File: src/rtl/button_conditioner.sv
// -----------------------------------------------------------------------------
// button_conditioner
//
// Front-end conditioning for the calculator's four push-buttons. Each raw
// button is brought into the CLK domain through a two-flop synchroniser, then
// debounced by a per-button stability counter. The block outputs the clean
// debounced level and a one-cycle pulse on every accepted press.
//
// Parameters:
//   DEBOUNCE_CYCLES  consecutive cycles the synchronised input must differ from
//                    the stable state before the new value is accepted (>= 2)
//   CNT_W            stability counter width
//
// Ports:
//   CLK                     system clock, rising edge
//   RESET                   synchronous, active-high reset
//   ButtonUp_unfiltered     raw Up button (asynchronous, bouncing)
//   ButtonDown_unfiltered   raw Down button (asynchronous, bouncing)
//   ButtonLeft_unfiltered   raw Left button (asynchronous, bouncing)
//   ButtonRight_unfiltered  raw Right button (asynchronous, bouncing)
//   BTN_LEVEL[3:0]          debounced state {Right, Left, Down, Up}
//   BTN_PRESS[3:0]          one-cycle pulse per accepted 0->1, same bit order
// -----------------------------------------------------------------------------
module button_conditioner #(
    parameter int DEBOUNCE_CYCLES = 1000000,
    parameter int CNT_W           = $clog2(DEBOUNCE_CYCLES)
) (
    input  logic       CLK,
    input  logic       RESET,
    input  logic       ButtonUp_unfiltered,
    input  logic       ButtonDown_unfiltered,
    input  logic       ButtonLeft_unfiltered,
    input  logic       ButtonRight_unfiltered,
    output logic [3:0] BTN_LEVEL,
    output logic [3:0] BTN_PRESS
);

    localparam int unsigned NUM_BTN = 4;

    // Terminal count: the mismatch seen while the counter sits here is the
    // last one needed, so the new value is accepted on that edge.
    localparam logic [CNT_W-1:0] CNT_MAX = CNT_W'(DEBOUNCE_CYCLES - 1);

    logic [NUM_BTN-1:0] raw;
    logic [NUM_BTN-1:0] sync1;
    logic [NUM_BTN-1:0] sync2;
    logic [NUM_BTN-1:0] level;
    logic [NUM_BTN-1:0] level_nxt;
    logic [NUM_BTN-1:0] press;
    logic [NUM_BTN-1:0] press_nxt;
    logic [CNT_W-1:0]   cnt     [NUM_BTN];
    logic [CNT_W-1:0]   cnt_nxt [NUM_BTN];

    assign raw = {ButtonRight_unfiltered, ButtonLeft_unfiltered,
                  ButtonDown_unfiltered,  ButtonUp_unfiltered};

    // Two-flop synchroniser; only sync2 is used downstream.
    always_ff @(posedge CLK) begin
        if (RESET) begin
            sync1 <= '0;
            sync2 <= '0;
        end else begin
            sync1 <= raw;
            sync2 <= sync1;
        end
    end

    // Per-channel debounce decision. Any cycle where sync2 agrees with the
    // stable state clears the counter, so a bounce restarts qualification.
    always_comb begin
        level_nxt = level;
        press_nxt = '0;
        for (int unsigned i = 0; i < NUM_BTN; i++) begin
            cnt_nxt[i] = '0;
            if (sync2[i] != level[i]) begin
                if (cnt[i] == CNT_MAX) begin
                    level_nxt[i] = sync2[i];
                    // Only a rising acceptance produces a pulse.
                    press_nxt[i] = sync2[i];
                end else begin
                    cnt_nxt[i] = cnt[i] + 1'b1;
                end
            end
        end
    end

    always_ff @(posedge CLK) begin
        if (RESET) begin
            level <= '0;
            press <= '0;
            for (int unsigned i = 0; i < NUM_BTN; i++) begin
                cnt[i] <= '0;
            end
        end else begin
            level <= level_nxt;
            press <= press_nxt;
            for (int unsigned i = 0; i < NUM_BTN; i++) begin
                cnt[i] <= cnt_nxt[i];
            end
        end
    end

    assign BTN_LEVEL = level;
    assign BTN_PRESS = press;

endmodule

File: config.mk
export PLATFORM = sky130hd
export DESIGN_NAME = button_conditioner
export DESIGN_NICKNAME = d
export VERILOG_FILES = /design/src/rtl/button_conditioner.sv
export SDC_FILE = /design/constraint.sdc
export NUM_CORES = 1
export LEC_CHECK = 0
export ABC_CLOCK_PERIOD_IN_PS = 2600
export CORE_UTILIZATION = 53
export DETAILED_ROUTE_END_ITERATION = 10
export GPL_TIMING_DRIVEN = 1
export PLACE_DENSITY = 0.82
export SYNTH_ARGS = -nofsm -noshare
export SYNTH_HDL_FRONTEND = slang
export SYNTH_SLANG_ARGS = --single-unit
File: constraint.sdc
create_clock -name CLK -period 2.6 [get_ports CLK]
set_input_delay 0.39 -clock CLK [delete_from_list [all_inputs] [get_ports CLK]]
set_output_delay 0.39 -clock CLK [all_outputs]
set_load 0.02 [all_outputs]
==> results summary <==
The register-to-register path setup slack is 0.44 ns. The core region is ~7400 um^2. The fraction of power spent switching nets came out at 0.2302.

The origin of the critical flop-to-flop path is cnt[3][8]$_SDFF_PP0_. Among all cell types in the netlist, the one instantiated most often is dfxtp_1. The buffer depth of the longest clock path came out at 2. The power consumption is 2548 uW. The final-report hold violation count is 0.

The flow ran to the end, and the final reports show no timing, DRC or antenna violations. The switching component of the power came out at ~590 uW. The endpoint identified for the worst register-to-register timing path is cnt[3][0]$_SDFF_PP0_. For this run, the register share of the synthesized area comes to 0.4614. The count of placed standard cells including taps came out at between 500 and 600. The depth of the worst register-to-register path is 4. The net total in the final layout came out at 499. The largest net degree at the start of global routing is 21. STA classifies the critical path startpoint as a register. The initial antenna violation count came out at 0.

Setup repair after global routing left no endpoint under its margin. The final setup skew came out at 0.01541 ns. The number of synthesis warnings is 0.

The finished layout holds ~590 standard cells, fillers aside. The global placer's final weighted congestion came out at 0.8317. The area share of the largest cell type after synthesis is 0.4614. The total leakage power is 0.001328 uW. The combinational fraction of design power came out at 0.015. The power density over cell area came out at roughly 550 nW/um^2. The net count after synthesis is 486. The data arrival time at the worst-slack endpoint is 2.40 ns.

The internal cell power is approximately 2000 uW. The cell row count came out at 31. After routing, the total negative slack on setup checks comes to 0 ns.

The cell type with the largest total area after synthesis is dfxtp_1. The fraction of final layout cells with drive strength greater than 1 came out at 0.05870. The synthesized design contains 0 enable-type register cells. The total congestion overflow came out at 0. The length of the first detailed-routing pass in iterations is 5.

The worst relative slew slack is 0.6708. The worst setup margin is about 0.44 ns. The buffer count from post-CTS setup fixing is 0. The count of antenna diodes in the layout came out at 0.

The distinct cell type count of the synthesized netlist came out at 39. Once layout is complete, the utilization of the core stands at 0.6210. The clock tree from TritonCTS is built. The worst hold path terminates at cnt[1][0]$_SDFF_PP0_. The achievable clock frequency is ~460 MHz. The share of power burned in the clock network came out at 0.404. The number of max-cap violations came out at 0.

The later pin in the worst-skew pair is clocked with a latency of 0.37 ns. The min-delay analysis places its worst path in the category register to register. The netlist area before placement is between 4000 and 5000 um^2. The worst setup slack after placement came out at 0.4610 ns. Subtracting the final worst setup slack from the clock period gives 2.164 ns. The kind of end point of the critical path is a register. The critical path data required time is approximately 2.8 ns.

Summed over all nets, the half-perimeter wirelength after detailed placement is 5503 um. The via total after detailed routing came out at 3,377. The first global-routing pass estimated 13,580 um of wire. The combined global-route utilization of all metal layers came out at 0.2028. The post-synthesis instance total came out at 476. By area the synthesized netlist is led by dfxtp_1, xnor2_1, nor2_1, xor2_1, a21oi_1. The tree built by TritonCTS fans out to 96 sinks. Of the available clock period, the critical path in the final layout requires 0.8324. The post-route DRC violation count is 0. The worst hold path depth is 1. The number of nets with antenna violations after detailed routing came out at 0.

The starting density of the core came out at 0.5622. In the final routed layout, each cell accounts on average for 13.38 um. The height of the chip came out at 90.65 um. The via density per instance is roughly 5.7. The DRC marker count from the first detailed-route iteration came out at 97. The worst setup path is of the register to register kind.

The max-slew violation count was 0. The area of the die came out at ~8200 um^2. The number of buffers added on ports came out at 13.

The die boundary width came out at 90.65 um. The maximum resistive drop on vdd came out at 0.3724 mV. The transition time at the pin with the least slew margin came out at 0.4919 ns. In the synthesized netlist the dominant register cell turns out to be dfxtp_1. The count of H-tree levels built during CTS is 3. The share of total power dissipated in sequential elements is 0.581. The startpoint of the lowest-slack hold path is cnt[1][0]$_SDFF_PP0_. The via count of the first global-routing pass is 3,151. The number of gates resized after cts is 0. The area growth from synthesis to final layout came out at 10.45%.

The fraction of registers with async set or reset after synthesis is 0. The number of buffers inserted during clock tree synthesis came out at 9. The synthesis-stage register bit count is 96. The largest fanout on the critical path came out at 19.

The number of primary I/O pins came out at 14. After clock tree synthesis, the clock-pin slew on the worst setup and hold paths is approximately 0.090 ns. Ranked by instance count, the synthesized netlist is headed by dfxtp_1, nor2_1, a21oi_1, xnor2_1, nand3_1. Setup violations remaining at the end of the flow were counted as 0. The synthesized area per cell is 8.751 um^2. The total of hold buffers inserted after clock tree synthesis came out at 0. In this run the clock root is driven by a clkbuf_8.

The final wirelength is 7934 um.
[power by group through the flow]
| stage | Sequential, uW | Combinational (uW) | Clock [uW] |
|---|---|---|---|
| finish | 1480 | 37.3 | 1030 |
| detailed placement | 1520 | 37.3 | 0 |
| floorplan | 1510 | 21.9 | 0 |
| global route | 1480 | 40.9 | 1120 |
| CTS | 1480 | 37.6 | 1050 |
| global placement | 1520 | 36.2 | 0 |
[cell usage in the layout, fill, tap and decap left out, types with 2 or more instances in the layout]
cell type and n:
nor3b_1 3, buf_4 6, nor3_1 5, clkbuf_8 9, nand2_1 25, nor4_1 8, o31ai_1 11, or4_1 14
xnor2_1 27, ha_1 4, or3_1 20, nand4_1 23, and2_1 5, nor2_1 61, a21oi_1 31, inv_1 14
o21ai_0 19, and4_1 7, dfxtp_1 96, inv_8 2, or4b_1 2, nor4b_1 4, o21ai_1 3, xor2_1 22
inv_6 3, nand3_1 26, nor2b_1 9, or2_2 3, nand4b_1 2, clkdlybuf4s50_1 13, and3_1 7
[metrics by stage]
| step | hold WS (ns) | area [um^2] |
|---|---|---|
| after global routing | 0.4640 | 4601 |
| after global placement | 0.4221 | 4390 |
| final | 0.4443 | 4601 |
| after CTS | 0.4469 | 4601 |
| after floorplan | 0.4129 | 4165 |
| after detailed placement | 0.4335 | 4390 |
[area by class of cell]
cell class | instances | area (um^2)
Multi-Input combinational cell | 349 | 2117
Clock inverter | 7 | 86.33
Clock buffer | 9 | 123.9
Fill cell | 639 | 2808
Sequential cell | 96 | 1922
Inverter | 14 | 52.55
Tap cell | 99 | 123.9
Timing Repair Buffer | 19 | 175.2
[registers in the layout, summed over array words and instances (netlist names)]
| name | count |
|---|---|
| sync1 | 4 |
| sync2 | 4 |
| BTN_LEVEL | 4 |
| cnt | 80 |
| BTN_PRESS | 4 |
[critical path, cell delays in order, from the launching register on]
cell and delay (ns):
dfxtp_1 0.36, or4b_1 0.55, or4_4 0.57, o21ai_4 0.42
nor2_1 0.12
[routing by layer]
metal,share of wire,global-route usage,up-vias
li1,-,-,1716
met1,0.46,0.2426,1592
met2,0.49,0.3359,46
met3,0.028,0.05051,23
met4,0.027,0.1035,0
met5,0,0,-
[how the worst max path moves through the flow]
stage / from / to / slack (ns) / cells after the start
floorplan: cnt[3][8]$_SDFF_PP0_ / cnt[3][11]$_SDFF_PP0_ / 0.65 / 5
global placement: cnt[3][8]$_SDFF_PP0_ / cnt[3][5]$_SDFF_PP0_ / 0.54 / 4
detailed placement: cnt[3][8]$_SDFF_PP0_ / cnt[3][7]$_SDFF_PP0_ / 0.46 / 4
CTS: cnt[3][8]$_SDFF_PP0_ / cnt[3][0]$_SDFF_PP0_ / 0.42 / 4
global route: cnt[3][8]$_SDFF_PP0_ / cnt[3][0]$_SDFF_PP0_ / 0.33 / 4
finish: cnt[3][8]$_SDFF_PP0_ / cnt[3][0]$_SDFF_PP0_ / 0.44 / 4
[kinds of logic after synthesis]
logic type      share of synthesized area
compound gates                    0.08741
xor+xnor                           0.1030
fa+ha+maj                         0.01202
buf+inv                           0.03034
flops                              0.4614
simple gates                       0.3058
No activity file was read; power rests on OpenSTA's default activity.
